<file path="config.mk">
export PLATFORM = sky130hd
export DESIGN_NAME = pwm_gen_multi
export DESIGN_NICKNAME = d
export VERILOG_FILES = /design/src/rtl/pwm_gen_pkg.sv /design/src/rtl/pwm_tick_div.sv /design/src/rtl/pwm_gen_multi.sv
export SDC_FILE = /design/constraint.sdc
export NUM_CORES = 1
export LEC_CHECK = 0
export ABC_AREA = 1
export CORE_ASPECT_RATIO = 1.25
export CORE_UTILIZATION = 57
export DETAILED_ROUTE_END_ITERATION = 12
export HOLD_SLACK_MARGIN = 0.05
export PLACE_DENSITY = 0.88
export SLEW_MARGIN = 20
export SYNTH_ARGS = -nofsm -noshare
export SYNTH_HDL_FRONTEND = slang
export SYNTH_SLANG_ARGS = --single-unit
</file>
<file path="constraint.sdc">
create_clock -name CLK -period 3.7 [get_ports CLK]
set_clock_uncertainty 0.2 [all_clocks]
set_input_delay 0.925 -clock CLK [delete_from_list [all_inputs] [get_ports CLK]]
set_output_delay 0.925 -clock CLK [all_outputs]
set_load 0.005 [all_outputs]
</file>
<file path="src/rtl/pwm_gen_pkg.sv">
// pwm_gen_pkg: shared types, constants and helpers for the PWM generator.
//   pwm_state_e  - channel-group arming state (DISARMED / ARMED / FAILSAFE)
//   HZ_PER_MHZ   - CLK cycles per us = CLK_HZ / HZ_PER_MHZ
//   US_PER_MS    - us ticks per ms tick
//   clamp_us()   - saturate a commanded width into [lo, hi]
//   is_clamped() - true when clamp_us() would change the value
package pwm_gen_pkg;

    typedef enum logic [1:0] {
        DISARMED = 2'd0,
        ARMED    = 2'd1,
        FAILSAFE = 2'd2
    } pwm_state_e;

    localparam int HZ_PER_MHZ = 1_000_000;
    localparam int US_PER_MS  = 1000;
    localparam int MS_CNT_W   = $clog2(US_PER_MS);

    function automatic logic [31:0] clamp_us(input logic [31:0] v,
                                             input logic [31:0] lo,
                                             input logic [31:0] hi);
        if (v < lo)      return lo;
        else if (v > hi) return hi;
        else             return v;
    endfunction

    function automatic logic is_clamped(input logic [31:0] v,
                                        input logic [31:0] lo,
                                        input logic [31:0] hi);
        return (v < lo) || (v > hi);
    endfunction

endpackage

</file>
<file path="src/rtl/pwm_tick_div.sv">
// pwm_tick_div: us / ms tick prescaler.
//   CLK, RSTn  - clock, async active-low reset
//   en         - low holds both dividers at 0 and suppresses ticks
//   clr        - synchronous restart of the ms divider only (us phase kept,
//                so the PWM period is not disturbed by commands)
//   us_tick    - 1-cycle pulse every CYC_PER_US cycles
//   ms_tick    - 1-cycle pulse on every US_PER_MS-th us_tick
module pwm_tick_div
    import pwm_gen_pkg::*;
#(
    parameter int CYC_PER_US = 50
) (
    input  logic CLK,
    input  logic RSTn,
    input  logic en,
    input  logic clr,
    output logic us_tick,
    output logic ms_tick
);

    localparam int PRE_W = (CYC_PER_US > 1) ? $clog2(CYC_PER_US) : 1;

    logic [PRE_W-1:0]    pre_cnt;
    logic [MS_CNT_W-1:0] ms_cnt;

    assign us_tick = en && (pre_cnt == PRE_W'(CYC_PER_US - 1));
    assign ms_tick = us_tick && !clr && (ms_cnt == MS_CNT_W'(US_PER_MS - 1));

    always_ff @(posedge CLK or negedge RSTn) begin
        if (!RSTn) begin
            pre_cnt <= '0;
            ms_cnt  <= '0;
        end else if (!en) begin
            pre_cnt <= '0;
            ms_cnt  <= '0;
        end else begin
            pre_cnt <= us_tick ? '0 : pre_cnt + 1'b1;
            if (clr)
                ms_cnt <= '0;
            else if (us_tick)
                ms_cnt <= ms_tick ? '0 : ms_cnt + 1'b1;
        end
    end

endmodule

</file>
<file path="src/rtl/pwm_gen_multi.sv">
// pwm_gen_multi: N-channel servo/ESC PWM generator with double-buffered,
// clamped duty words, an arming gate and an optional command watchdog.
//   CLK, RSTn     - clock, async active-low reset
//   En            - block enable; low clears counters and forces outputs low
//   Arm           - level; high permits pulses (starting at the next wrap)
//   Duty_In       - channel k width in us at [k*DW +: DW]
//   Duty_Wr       - 1-cycle strobe capturing all of Duty_In into pending
//   Pwm_Out       - registered PWM outputs
//   Period_Start  - 1-cycle pulse in the first cycle of each period
//   Failsafe      - watchdog expired (always 0 without the watchdog)
//   Clamp_Flg     - per channel, last written value was clamped
// Build option: PWM_GEN_MULTI_WDT_EN builds the watchdog, Failsafe and the
// FAILSAFE state; otherwise the last commanded widths hold indefinitely.
module pwm_gen_multi
    import pwm_gen_pkg::*;
#(
    parameter int CH_NUM      = 8,
    parameter int DW          = 16,
    parameter int CLK_HZ      = 50_000_000,
    parameter int PERIOD_US   = 2500,
    parameter int MIN_US      = 1000,
    parameter int MAX_US      = 2000,
    parameter int FAILSAFE_US = 1000,
    parameter int WDT_MS      = 100
) (
    input  logic                 CLK,
    input  logic                 RSTn,
    input  logic                 En,
    input  logic                 Arm,
    input  logic [CH_NUM*DW-1:0] Duty_In,
    input  logic                 Duty_Wr,
    output logic [CH_NUM-1:0]    Pwm_Out,
    output logic                 Period_Start,
    output logic                 Failsafe,
    output logic [CH_NUM-1:0]    Clamp_Flg
);

    localparam int            CYC_PER_US = CLK_HZ / HZ_PER_MHZ;
    localparam int            PW         = (PERIOD_US > 1) ? $clog2(PERIOD_US) : 1;
    localparam logic [DW-1:0] FS_W       = DW'(FAILSAFE_US);

    logic          us_tick, ms_tick, wrap;
    logic [PW-1:0] period_cnt, cnt_nx;
    pwm_state_e    state, state_nx;
    logic          sync_q, sync_nx;
    logic          fs_q, wdt_expire;

    pwm_tick_div #(.CYC_PER_US(CYC_PER_US)) u_div (
        .CLK     (CLK),
        .RSTn    (RSTn),
        .en      (En),
        .clr     (Duty_Wr),
        .us_tick (us_tick),
        .ms_tick (ms_tick)
    );

    // ---------------- period counter ----------------
    assign wrap = us_tick && (period_cnt == PW'(PERIOD_US - 1));

    always_comb begin
        cnt_nx = period_cnt;
        if (!En || wrap)  cnt_nx = '0;
        else if (us_tick) cnt_nx = period_cnt + 1'b1;
    end

    always_ff @(posedge CLK or negedge RSTn) begin
        if (!RSTn) begin
            period_cnt   <= '0;
            Period_Start <= 1'b0;
        end else begin
            period_cnt   <= cnt_nx;
            Period_Start <= wrap;
        end
    end

    // ---------------- watchdog ----------------
`ifdef PWM_GEN_MULTI_WDT_EN
    localparam int WW = $clog2(WDT_MS + 1);
    logic [WW-1:0] wdt_cnt;

    // A write in the expiry cycle wins: ms_tick is already masked by the
    // divider clear, the explicit term keeps the intent visible.
    assign wdt_expire = ms_tick && !Duty_Wr && (wdt_cnt == WW'(WDT_MS - 1));

    always_ff @(posedge CLK or negedge RSTn) begin
        if (!RSTn) begin
            wdt_cnt <= '0;
            fs_q    <= 1'b0;
        end else begin
            if (!En || Duty_Wr)
                wdt_cnt <= '0;
            else if (ms_tick && wdt_cnt != WW'(WDT_MS))
                wdt_cnt <= wdt_cnt + 1'b1;
            if (Duty_Wr)         fs_q <= 1'b0;
            else if (wdt_expire) fs_q <= 1'b1;
        end
    end
`else
    localparam int unused_wdt_ms = WDT_MS;
    logic unused_ms;
    assign unused_ms  = ms_tick;
    assign wdt_expire = 1'b0;
    assign fs_q       = 1'b0;
`endif

    assign Failsafe = fs_q;

    // ---------------- arming state machine ----------------
    always_ff @(posedge CLK or negedge RSTn) begin
        if (!RSTn) state <= DISARMED;
        else       state <= state_nx;
    end

    always_comb begin
        state_nx = state;
        if (!Arm || !En) begin
            state_nx = DISARMED;
        end else begin
            case (state)
                DISARMED: state_nx = ARMED;
                ARMED:    if (fs_q && !Duty_Wr) state_nx = FAILSAFE;
                FAILSAFE: if (Duty_Wr)          state_nx = ARMED;
                default:  state_nx = DISARMED;
            endcase
        end
    end

    // Output gate: opens only at a wrap while armed so a partial first
    // pulse never appears, and closes in the same cycle as disarm.
    always_comb begin
        sync_nx = sync_q;
        if (state_nx == DISARMED) sync_nx = 1'b0;
        else if (wrap)            sync_nx = 1'b1;
    end

    always_ff @(posedge CLK or negedge RSTn) begin
        if (!RSTn) sync_q <= 1'b0;
        else       sync_q <= sync_nx;
    end

    // ---------------- channels ----------------
    for (genvar k = 0; k < CH_NUM; k++) begin : g_ch
        logic [DW-1:0] din, pend_q, shad_q, shad_nx;
        logic          pwm_q, flg_q;

        assign din     = Duty_In[k*DW +: DW];
        // At a wrap the shadow takes the pending value from before this
        // edge, so a write coinciding with the wrap lands one period later.
        assign shad_nx = wrap ? pend_q : shad_q;

        always_ff @(posedge CLK or negedge RSTn) begin
            if (!RSTn) begin
                pend_q <= FS_W;
                shad_q <= FS_W;
                flg_q  <= 1'b0;
                pwm_q  <= 1'b0;
            end else begin
                if (Duty_Wr) begin
                    pend_q <= DW'(clamp_us(32'(din), 32'(MIN_US), 32'(MAX_US)));
                    flg_q  <= is_clamped(32'(din), 32'(MIN_US), 32'(MAX_US));
                end else if (wdt_expire) begin
                    pend_q <= FS_W;
                end
                shad_q <= shad_nx;
                // Compare next-cycle counter and shadow so the rising edge
                // lines up with Period_Start.
                pwm_q  <= sync_nx && (32'(cnt_nx) < 32'(shad_nx));
            end
        end

        assign Pwm_Out[k]   = pwm_q;
        assign Clamp_Flg[k] = flg_q;
    end

endmodule
</file>
==> results of run 1 <==
-- Yosys cell counts (5+ instances only) --
cell type,count
nand3_1,31
a22oi_1,12
nor3_1,15
clkbuf_1,14
buf_2,20
o21ai_0,58
dfstp_2,96
dfrtp_1,198
nor2_1,173
nor4_1,13
o21a_1,8
ha_1,91
o21ai_1,85
buf_6,5
o22a_1,14
inv_2,30
a21oi_1,58
buf_4,20
o22ai_1,10
a211oi_1,8
nand2_1,406
inv_1,235
nand4_1,9
-- logic make-up (layout without fill, tap and decap cells) --
| logic type | Yosys count | count (layout) |
|---|---|---|
| AOI/OAI and AO/OA | 268 | 268 |
| xor gates and xnor gates | 6 | 6 |
| and+or+nand+nor | 667 | 667 |
| adders and majority gates | 91 | 91 |
| DFF | 294 | 294 |
| muxes | 1 | 1 |
| other | 1 | 1 |
| buffers and inverters | 328 | 554 |
-- metal layers --
layer / vias up / share of wire / track usage
li1: 5644 / - / -
met1: 5806 / 0.39 / 0.357
met2: 475 / 0.50 / 0.518
met3: 147 / 0.062 / 0.0403
met4: 0 / 0.053 / 0.153
met5: - / 0 / 0
-- what timing repair did --
| action | in CTS | in global routing |
|---|---|---|
| endpoints found under the hold margin | 0 | 0 |
| hold buffers | 0 | 0 |
| endpoints found under the setup margin | 0 | 1 |
| gates resized for setup | 0 | 1 |
-- layout make-up --
cell class	count	area, µm²	share of cell area
clock inverter	10	85.1	0.00484
sequential	294	7480	0.426
multi-input combinational	1034	5470	0.311
timing repair buffer	238	2320	0.132
clock buffer	40	795	0.0452
inverter	266	998	0.0568
tap	330	413	0.0235
-- worst min-delay path by stage --
stage / start / endpoint / slack (ns)
final: RSTn / g_ch[1].shad_q[2] / 0.17
after global routing: RSTn / g_ch[1].shad_q[2] / 0.22
after CTS: RSTn / g_ch[1].shad_q[2] / 0.19
after detailed placement: state[0] / state[1] / 0.22
after global placement: state[0] / state[1] / 0.21
after floorplan: state[0] / state[1] / 0.20
-- sequential cells by signal (all words and copies together) (netlist names) --
| register | flops |
|---|---|
| g_ch.pend_q | 128 |
| g_ch.shad_q | 128 |
| period_cnt | 12 |
| g_ch.flg_q | 8 |
| g_ch.pwm_q | 8 |
| u_div.pre_cnt | 6 |
| state | 2 |
| Period_Start | 1 |
| sync_q | 1 |
-- power groups by stage --
stage               clock network [mW]  registers, mW  logic [mW]
CTS                               2.80           3.30       0.395
global route                      2.92           3.30       0.434
finish                            2.77           3.30       0.393
detailed placement                   0           3.35       0.391
global placement                     0           3.35       0.380
floorplan                            0           3.34       0.117
-- metrics by stage --
step	cell area, µm²	std cells	total power [mW]
after floorplan	14300	1656	3.46
after global placement	16700	2162	3.73
after detailed placement	16700	2162	3.74
after CTS	17600	2212	6.49
after global routing	17600	2212	6.65
final	17600	2212	6.46
-- worst register-to-register path, stage by stage, from the launching register on --
cell and delay (ns):
dfrtp_1 0.41, ha_1 0.21, nand2_1 0.15, nor2_4 0.07, buf_4 0.14, nand3_4 0.15, inv_2 0.09, buf_12 0.16
buf_4 0.16, a21oi_1 0.20, inv_1 0.09, ha_1 0.32, nand2_1 0.10, inv_1 0.11, nand2_1 0.06, and3_1 0.17
o21ai_1 0.14, a21oi_1 0.05
==> summary.txt, run 1 <==
Power
  – Switching component of the power: 1.45 mW
  – Worst voltage drop across the vdd grid: 0.354 mV
  – Sequential cell fraction of total power: 0.510
  – Switch share: 0.224
  – Leak Pwr: 8.25 nW
  – Internal power: 5.02 mW
  – Clock share of power: 0.429
  – Share of total power in combinational logic: 0.061
  – Cell Pwr Density: 368 nW/µm²

Floorplanning
  – Die Wd: 144 µm
  – Effective utilization at floorplan: 0.581
  – Area of the die: 25700 µm²
  – Ports placed on the boundary: 151
  – Core box area: 24600 µm²
  – Die Span Y: 179 µm
  – Row Count: 64

Yosys
  – Fraction of registers with async set or reset after synthesis: 1.00
  – Fraction of the mapped netlist area in simple logic gates: 0.191
  – Dominant combinational cell family by area after synthesis: simple AND/OR/NAND/NOR gates
  – Proportion of synthesized area in mux cells: 0.000700
  – Main flop type after synthesis: dfrtp_1
  – Xor/xnor share of the synthesized area: 0.00368
  – Avg Synthesized Cell Area: 8.63 µm²
  – Post-synth top area share: 0.347
  – Number of enable-type register cells in the synthesized netlist: 0
  – Ys Warns: 0
  – Summed instance area of the synthesized netlist: 14300 µm²
  – Complex-gate fraction of the synthesized area: 0.106
  – Share of the yosys chip area belonging to registers: 0.523
  – Synthesized-area fraction occupied by adder cells: 0.0796
  – Count of unique library cells instantiated by Yosys: 48
  – Ranking of synthesized cells by area: dfrtp_1, dfstp_2, nand2_1
  – FF+latch count, synth: 294
  – Synthesized instance count: 1656
  – Largest area contributor in the netlist: dfrtp_1
  – Number of nets produced by synthesis: 1880

Clocking
  – Sink count of the clock tree: 294
  – Clock tree from TritonCTS: yes
  – Number of buffers created by CTS: 27
  – Maximum level of the CTS H-tree: 1
  – Reg clk slew, reported paths: 0.07 ns
  – Total setup buffers inserted after CTS: 0
  – Maximum clock path buffer count: 3
  – Skew-Pair Late Insertion Delay: 0.55 ns
  – Cell at the root of the clock tree: clkbuf_16

STA
  – Setup repair after global routing missed its margin: false
  – Highest achievable clock rate: 290 MHz
  – Max Transition Viols Final: 0
  – Worst hold-check slack: 0.174 ns
  – Transition time of the tightest slew-check pin: 0.691 ns
  – Number of failing setup endpoints in the final timing report: 0
  – Worst rel slew slack: 0.535
  – TNS Setup: 0 ns
  – Number of hold violations in the final report: 0
  – Final worst path period need: 3.45 ns
  – Final period utilization: 0.932
  – Final Worst Setup Slack: 0.251 ns

Critical path
  – Stages on worst setup path: 19
  – Largest stage delay, worst path: 0.53 ns
  – RR Endpoint: g_ch[1].pwm_q
  – Crit Path Max Fanout: 17
  – Critical Setup Path Class: input pin to flop
  – R2R Setup Slk: 0.59 ns
  – Cell seen most often among critical-path stages: nand2_1
  – Crit end category: flop
  – R2R Path Start: u_div.pre_cnt[0]
  – Library cell contributing the largest single delay on the critical path: clkdlybuf4s50_1
  – Req. time, crit path: 3.92 ns
  – Crit path capture: g_ch[1].pwm_q
  – Reg2reg path depth: 17
  – Crit path arrival time: 3.67 ns
  – Kind of cell adding the most delay to the critical path: buffers and inverters
  – CP cell instances: clkdlybuf4s50_1, nand2_1, inv_2, nand2_2, nor2_4, buf_4, nand3_4, inv_2, buf_12, nor2_1, a21oi_1, inv_1, ha_1, nand2_1, inv_1, nand2_1, and3_1, o21ai_1, a21oi_1
  – Timing startpoint of the critical path: En
  – Worst path buffer plus inverter count: 7
  – Worst setup SP type: input pin

Final layout
  – End-of-flow core utilization: 0.714
  – Most used cells in the layout excluding fill and tap cells: nand2_1, inv_1, dfrtp_1
  – Proportion of layout cells with a drive suffix above 1: 0.148
  – Fill count: 1632
  – Final antenna diode count: 0
  – Area growth from synthesis to layout: 22.9%
  – Most frequent standard cell in the layout excluding fill and tap cells: nand2_1
  – Final layout net count: 2085

Detailed routing
  – Via density per instance: 5.46
  – Number of antenna-violating nets in the routed design: 0
  – Count of TritonRoute iterations in the first routing pass: 5
  – Detailed router's first-iteration violation count: 766
  – DRC: 0
  – Routed vias: 12100
  – Detailed-route wire length per cell: 16.5 µm
  – Wire length reported by the detailed router: 36600 µm

Place
  – Port Buf Inserts: 149
  – Half-perimeter wire length of the detailed placement result: 25000 µm
  – Routability-driven placement congestion ratio: 0.852
  – Pre-CTS worst setup slack: -0.228 ns

Global route
  – GR Util All Layers: 0.297
  – Antenna violations before repair: 1
  – Vias in the first global route: 12400
  – Largest net degree at the start of global routing: 89
  – First-pass GRT wire length: 59200 µm
  – GRT Residual Overflow: 0

Min path
  – Hold WC Path Type: input pin to async pin

Outcome
  – Run status: finished, final reports clean

Job
  – Count of maximum capacitance violations: 0
Power figures use the tool's default switching activity.
==> inputs of run 2 (changes only) <==
CORE_UTILIZATION = 60   (was 57)
PLACE_DENSITY = 0.92   (was 0.88)
SETUP_SLACK_MARGIN = 0.5   (was not set)
clock period = 4.5 ns   (was 3.7 ns; I/O delays follow)
==> summary.txt, run 2 (synthesis gave the netlist of run 1 again) <==
Outcome
  – Run status: finished, final reports clean (unchanged)

STA
  – Worst rel slew slack: 0.263 (was 0.535)
  – Number of failing setup endpoints in the final timing report: 0 (unchanged)
  – Highest achievable clock rate: 259 MHz
  – Final period utilization: 0.858
  – Final worst path period need: 3.86 ns
  – TNS Setup: 0 ns (unchanged)
  – Number of hold violations in the final report: 0 (unchanged)
  – Max Transition Viols Final: 0 (unchanged)
  – Transition time of the tightest slew-check pin: 1.10 ns (was 0.691 ns)
  – Setup repair after global routing missed its margin: false (unchanged)

Clocking
  – Total setup buffers inserted after CTS: 0 (unchanged)
  – Maximum clock path buffer count: 3 (unchanged)
  – Maximum level of the CTS H-tree: 1 (unchanged)
  – Cell at the root of the clock tree: clkbuf_16 (unchanged)
  – Reg clk slew, reported paths: 0.07 ns (about the same)
  – Sink count of the clock tree: 294 (unchanged)
  – Number of buffers created by CTS: 28 (was 27)
  – Skew-Pair Late Insertion Delay: 0.57 ns (was 0.55 ns)
  – Clock tree from TritonCTS: yes (unchanged)

Global route
  – Antenna violations before repair: 0 (was 1)
  – Largest net degree at the start of global routing: 121 (was 89)
  – First-pass GRT wire length: 61100 µm (was 59200 µm)
  – GR Util All Layers: 0.316 (was 0.297)
  – Vias in the first global route: 12600 (was 12400)
  – GRT Residual Overflow: 0 (unchanged)

Critical path
  – Crit end category: flop (unchanged)
  – CP cell instances: clkdlybuf4s50_1, nand2_1, inv_2, nand2_2, nor2_4, nand2_1, nor3_2, nand3_1, nor4_2, xnor2_1, nor2_2, ha_1, nand2_1, inv_1, nand2_1, and3_1, o21ai_1, a21oi_1 (was clkdlybuf4s50_1, nand2_1, inv_2, nand2_2, nor2_4, buf_4, nand3_4, inv_2, buf_12, nor2_1, a21oi_1, inv_1, ha_1, nand2_1, inv_1, nand2_1, and3_1, o21ai_1, a21oi_1)
  – Largest stage delay, worst path: 0.54 ns (was 0.53 ns)
  – R2R Path Start: u_div.pre_cnt[0] (unchanged)
  – Cell seen most often among critical-path stages: nand2_1 (unchanged)
  – Timing startpoint of the critical path: En (unchanged)
  – Crit path arrival time: 4.14 ns (was 3.67 ns)
  – Library cell contributing the largest single delay on the critical path: nor2_2 (was clkdlybuf4s50_1)
  – R2R Setup Slk: 1.04 ns (was 0.59 ns)
  – Reg2reg path depth: 15 (was 17)
  – Worst setup SP type: input pin (unchanged)
  – Critical Setup Path Class: input pin to flop (unchanged)
  – Crit Path Max Fanout: 9 (was 17)
  – Req. time, crit path: 4.78 ns (was 3.92 ns)

Floorplanning
  – Core box area: 23200 µm² (was 24600 µm²)
  – Ports placed on the boundary: 151 (unchanged)
  – Die Span Y: 175 µm (was 179 µm)
  – Effective utilization at floorplan: 0.616 (was 0.581)
  – Row Count: 62 (was 64)
  – Die Wd: 140 µm (was 144 µm)
  – Area of the die: 24400 µm² (was 25700 µm²)

Final layout
  – Area growth from synthesis to layout: 19.6% (was 22.9%)
  – Final layout net count: 2024 (was 2085)
  – Final antenna diode count: 0 (unchanged)
  – Fill count: 1400 (was 1632)
  – Largest registers: g_ch.pend_q (128), g_ch.shad_q (128), period_cnt (12) (unchanged)
  – Most frequent standard cell in the layout excluding fill and tap cells: nand2_1 (unchanged)
  – Area occupied by multi-input gates: 5460 µm² (was 5470 µm²)
  – Final cell area excluding filler cells: 17100 µm² (was 17600 µm²)
  – Most used cells in the layout excluding fill and tap cells: nand2_1, inv_1, dfrtp_1 (unchanged)
  – Sequential cell area in the final layout: 7480 µm² (unchanged)
  – Proportion of layout cells with a drive suffix above 1: 0.120 (was 0.148)

Min path
  – Hold WC Path Type: flop to flop (was input pin to async pin)
  – Critical hold path startpoint: state[0]
  – Cell depth of the worst hold path: 1

Place
  – Routability-driven placement congestion ratio: 0.876 (was 0.852)
  – Port Buf Inserts: 149 (unchanged)
  – Placed standard-cell area: 16100 µm² (was 16700 µm²)
  – Half-perimeter wire length of the detailed placement result: 25000 µm (about the same)

Power
  – Internal power: 4.38 mW (was 5.02 mW)
  – Worst voltage drop across the vdd grid: 0.340 mV (was 0.354 mV)
  – Clock share of power: 0.460 (was 0.429)
  – Share of total power in combinational logic: 0.057 (was 0.061)
  – Switch share: 0.220 (was 0.224)
  – Power Total: 5.62 mW (was 6.46 mW)
  – Leak Pwr: 7.97 nW (was 8.25 nW)
  – Sequential cell fraction of total power: 0.482 (was 0.510)
  – Cell Pwr Density: 329 nW/µm² (was 368 nW/µm²)
  – Switching component of the power: 1.23 mW (was 1.45 mW)

Detailed routing
  – Detailed router's first-iteration violation count: 811 (was 766)
  – Number of antenna-violating nets in the routed design: 0 (unchanged)
  – Detailed-route wire length per cell: 17.6 µm (was 16.5 µm)
  – Via density per instance: 5.75 (was 5.46)
  – Wire length reported by the detailed router: 37100 µm (was 36600 µm)
  – DRC: 0 (unchanged)
  – Count of TritonRoute iterations in the first routing pass: 6 (was 5)
  – Routed vias: 12100 (about the same)

Job
  – Count of maximum capacitance violations: 0 (unchanged)
==> run 2: critical path: cells and delay by family <==
family	cells	cell delay, ns
XOR/XNOR	1	0.12
adder cells (fa/ha/maj)	1	0.37
buffers and inverters	3	0.61
AO/OA/AOI/OAI	2	0.25
AND/OR/NAND/NOR	11	1.66
==> run 2: final timing paths <==
kind | endpoint
setup / recovery | g_ch[1].pwm_q
hold / removal | state[1]
setup reg to reg | g_ch[2].pwm_q
hold reg to reg | state[1]
max in group asynchronous | g_ch[6].shad_q[3]
min in group asynchronous | g_ch[5].shad_q[12]
==> run 2: metrics by stage <==
stage	utilization	cells	worst slack [ns]	hold WS [ns]
global placement	0.693	2058	0.123	0.211
global route	0.737	2110	0.503	0.257
detailed placement	0.693	2058	-0.0187	0.224
CTS	0.737	2110	0.722	0.233
finish	0.737	2110	0.640	0.236
floorplan	-	1656	0.705	0.203
==> run 2: timing repair <==
item,4_1_cts,5_1_grt
endpoints found under the setup margin,4,0
gates resized for setup,1,0
hold buffers,0,0
endpoints found under the hold margin,0,0
==> run 2: final cells by class <==
type | instances | area share
flip-flops and latches | 294 | 0.437
multi-input cells | 1034 | 0.319
well taps | 288 | 0.0211
clock buffers | 35 | 0.0443
clock inverters | 17 | 0.0149
repair buffers | 176 | 0.104
inverters | 266 | 0.0584
==> run 2: routing by layer <==
| layer | GRT usage | part of all wire | vias to the layer above |
|---|---|---|---|
| li1 | - | - | 5513 |
| met1 | 0.372 | 0.37 | 5841 |
| met2 | 0.547 | 0.50 | 591 |
| met3 | 0.0466 | 0.074 | 185 |
| met4 | 0.195 | 0.063 | 0 |
| met5 | 0 | 0 | - |
==> run 2: power groups by stage <==
stage          combinational, mW  clock, mW  sequential (mW)
4_1_cts                    0.321       2.59             2.71
2_1_floorplan             0.0961          0             2.75
5_1_grt                    0.353       2.69             2.71
6_report                   0.320       2.59             2.71
3_5_place_dp               0.317          0             2.76
3_3_place_gp               0.308          0             2.75
==> inputs of run 3 (changes only) <==
CORE_MARGIN = 1.5   (was not set)
PLACE_DENSITY = 0.91   (was 0.92)
SYNTH_HIERARCHICAL = 1   (was not set)
==> summary.txt, run 3 <==
Critical path
  – Kind of cell adding the most delay to the critical path: buffers and inverters (was simple AND/OR/NAND/NOR gates)
  – Library cell contributing the largest single delay on the critical path: clkdlybuf4s50_1 (was nor2_2)
  – Req. time, crit path: 4.77 ns (was 4.78 ns)
  – Crit Path Max Fanout: 58 (was 9)
  – Worst path buffer plus inverter count: 4 (was 3)
  – Largest stage delay, worst path: 0.49 ns (was 0.54 ns)
  – Crit path arrival time: 4.21 ns (was 4.14 ns)
  – Cell seen most often among critical-path stages: nor2_1 (was nand2_1)
  – Critical Setup Path Class: input pin to flop (unchanged)
  – CP cell instances: clkdlybuf4s50_1, inv_1, nor2_1, nand2_1, nor2_1, nand3_4, buf_4, o21ai_2, inv_1, ha_1, a21oi_1, nor2_1, a211oi_1, nand2_1, a21oi_1 (was clkdlybuf4s50_1, nand2_1, inv_2, nand2_2, nor2_4, nand2_1, nor3_2, nand3_1, nor4_2, xnor2_1, nor2_2, ha_1, nand2_1, inv_1, nand2_1, and3_1, o21ai_1, a21oi_1)
  – Worst setup SP type: input pin (unchanged)
  – Crit end category: flop (unchanged)

Detailed routing
  – Routed vias: 12200 (was 12100)
  – Wire length reported by the detailed router: 37400 µm (was 37100 µm)
  – Via density per instance: 5.65 (was 5.75)
  – Detailed-route wire length per cell: 17.4 µm (was 17.6 µm)
  – Count of TritonRoute iterations in the first routing pass: 5 (was 6)
  – Detailed router's first-iteration violation count: 1079 (was 811)
  – Number of antenna-violating nets in the routed design: 0 (unchanged)
  – DRC: 0 (unchanged)

STA
  – Final worst path period need: 3.94 ns (was 3.86 ns)
  – Final Worst Setup Slack: 0.560 ns (was 0.640 ns)
  – TNS Setup: 0 ns (unchanged)
  – Number of hold violations in the final report: 0 (unchanged)
  – Final period utilization: 0.876 (was 0.858)
  – Highest achievable clock rate: 254 MHz (was 259 MHz)
  – Transition time of the tightest slew-check pin: 0.746 ns (was 1.10 ns)
  – Setup repair after global routing missed its margin: true (was false)
  – Worst hold-check slack: 0.225 ns (was 0.236 ns)
  – Number of failing setup endpoints in the final timing report: 0 (unchanged)
  – Worst rel slew slack: 0.502 (was 0.263)
  – Max Transition Viols Final: 0 (unchanged)

Final layout
  – Area growth from synthesis to layout: 19.2% (was 19.6%)
  – Final cell area excluding filler cells: 17300 µm² (was 17100 µm²)
  – Non-Filler Instances: 2154 (was 2110)
  – Proportion of layout cells with a drive suffix above 1: 0.138 (was 0.120)
  – Most frequent standard cell in the layout excluding fill and tap cells: nand2_1 (unchanged)
  – Largest registers: g_ch.pend_q (128), g_ch.shad_q (128), period_cnt (12) (unchanged)
  – Final layout net count: 2030 (was 2024)
  – End-of-flow core utilization: 0.729 (was 0.737)
  – Most used cells in the layout excluding fill and tap cells: nand2_1, inv_1, dfrtp_1 (unchanged)

Clocking
  – Clock tree from TritonCTS: yes (unchanged)
  – Cell at the root of the clock tree: clkbuf_16 (unchanged)
  – Reg clk slew, reported paths: 0.07 ns (about the same)
  – Sink count of the clock tree: 294 (unchanged)
  – Maximum clock path buffer count: 3 (unchanged)
  – Total setup buffers inserted after CTS: 0 (unchanged)
  – Skew-Pair Late Insertion Delay: 0.54 ns (was 0.57 ns)
  – Number of hold buffers added after CTS: 0 (unchanged)
  – CTS resizes: 0 (was 1)
  – Number of buffers created by CTS: 28 (unchanged)
  – Maximum level of the CTS H-tree: 1 (unchanged)

Power
  – Cell Pwr Density: 315 nW/µm² (was 329 nW/µm²)
  – Leak Pwr: 8.29 nW (was 7.97 nW)
  – Power Total: 5.44 mW (was 5.62 mW)
  – Worst voltage drop across the vdd grid: 0.300 mV (was 0.340 mV)

Floorplanning
  – Die Wd: 142 µm (was 140 µm)
  – Row Count: 63 (was 62)
  – Area of the die: 25100 µm² (was 24400 µm²)
  – Effective utilization at floorplan: 0.611 (was 0.616)
  – Die Span Y: 177 µm (was 175 µm)
  – Ports placed on the boundary: 151 (unchanged)
  – Core box area: 23700 µm² (was 23200 µm²)

Global route
  – GRT Residual Overflow: 0 (unchanged)
  – Vias in the first global route: 12800 (was 12600)
  – First-pass GRT wire length: 61200 µm (was 61100 µm)
  – Largest net degree at the start of global routing: 119 (was 121)
  – GR Util All Layers: 0.308 (was 0.316)
  – Antenna violations before repair: 0 (unchanged)

Place
  – Placed standard-cell area: 16300 µm² (was 16100 µm²)
  – Number of cells in the design after placement: 2101 (was 2058)
  – Port Buf Inserts: 149 (unchanged)
  – Half-perimeter wire length of the detailed placement result: 23700 µm (was 25000 µm)
  – Routability-driven placement congestion ratio: 0.918 (was 0.876)
  – Pre-CTS worst setup slack: 0.238 ns (was -0.0187 ns)

Yosys
  – Summed instance area of the synthesized netlist: 14500 µm² (was 14300 µm²)
  – Synthesized instance count: 1660 (was 1656)
  – Number of nets produced by synthesis: 1884 (was 1880)
  – Ys Warns: 6 (was 0)
  – Avg Synthesized Cell Area: 8.74 µm² (was 8.63 µm²)

Min path
  – Hold WC Path Type: flop to flop (unchanged)

Job
  – Count of maximum capacitance violations: 0 (unchanged)

Outcome
  – Run status: finished, final reports clean (unchanged)
[run 3: final timing paths]
path / start / to / cells after the start / slack, ns
max reg2reg: u_div/pre_cnt[0] / g_ch[2].pwm_q / 16 / 0.96
max in group asynchronous: RSTn / g_ch[3].pend_q[4] / 2 / 2.76
min reg2reg: state[0] / state[1] / 1 / 0.23
min in group asynchronous: RSTn / g_ch[6].pend_q[12] / 1 / 0.33
max: En / g_ch[2].pwm_q / 15 / 0.56
min: state[0] / state[1] / 1 / 0.23
[run 3: cell type report]
| class | count | area [µm²] |
|---|---|---|
| Inverter | 285 | 1070 |
| Clock buffer | 43 | 850 |
| Multi-Input combinational cell | 1022 | 5620 |
| Sequential cell | 294 | 7480 |
| Tap cell | 325 | 407 |
| Clock inverter | 9 | 101 |
| Fill cell | 1457 | 6430 |
| Timing Repair Buffer | 175 | 1760 |
| Antenna cell | 1 | 2.50 |
[run 3: metal layers]
layer | global-route usage | wire, µm | vias to the layer above | part of all wire
li1 | - | - | 5533 | -
met1 | 0.352 | 13600 | 5821 | 0.36
met2 | 0.525 | 18500 | 596 | 0.50
met3 | 0.0533 | 2670 | 214 | 0.071
met4 | 0.212 | 2650 | 0 | 0.071
met5 | 0 | 0 | - | 0
[run 3: where the power goes]
part | internal (mW) | total [mW] | switching [mW]
combinational | 0.144 | 0.317 | 0.173
clock | 1.42 | 2.42 | 1.00
sequential | 2.69 | 2.71 | 0.0152
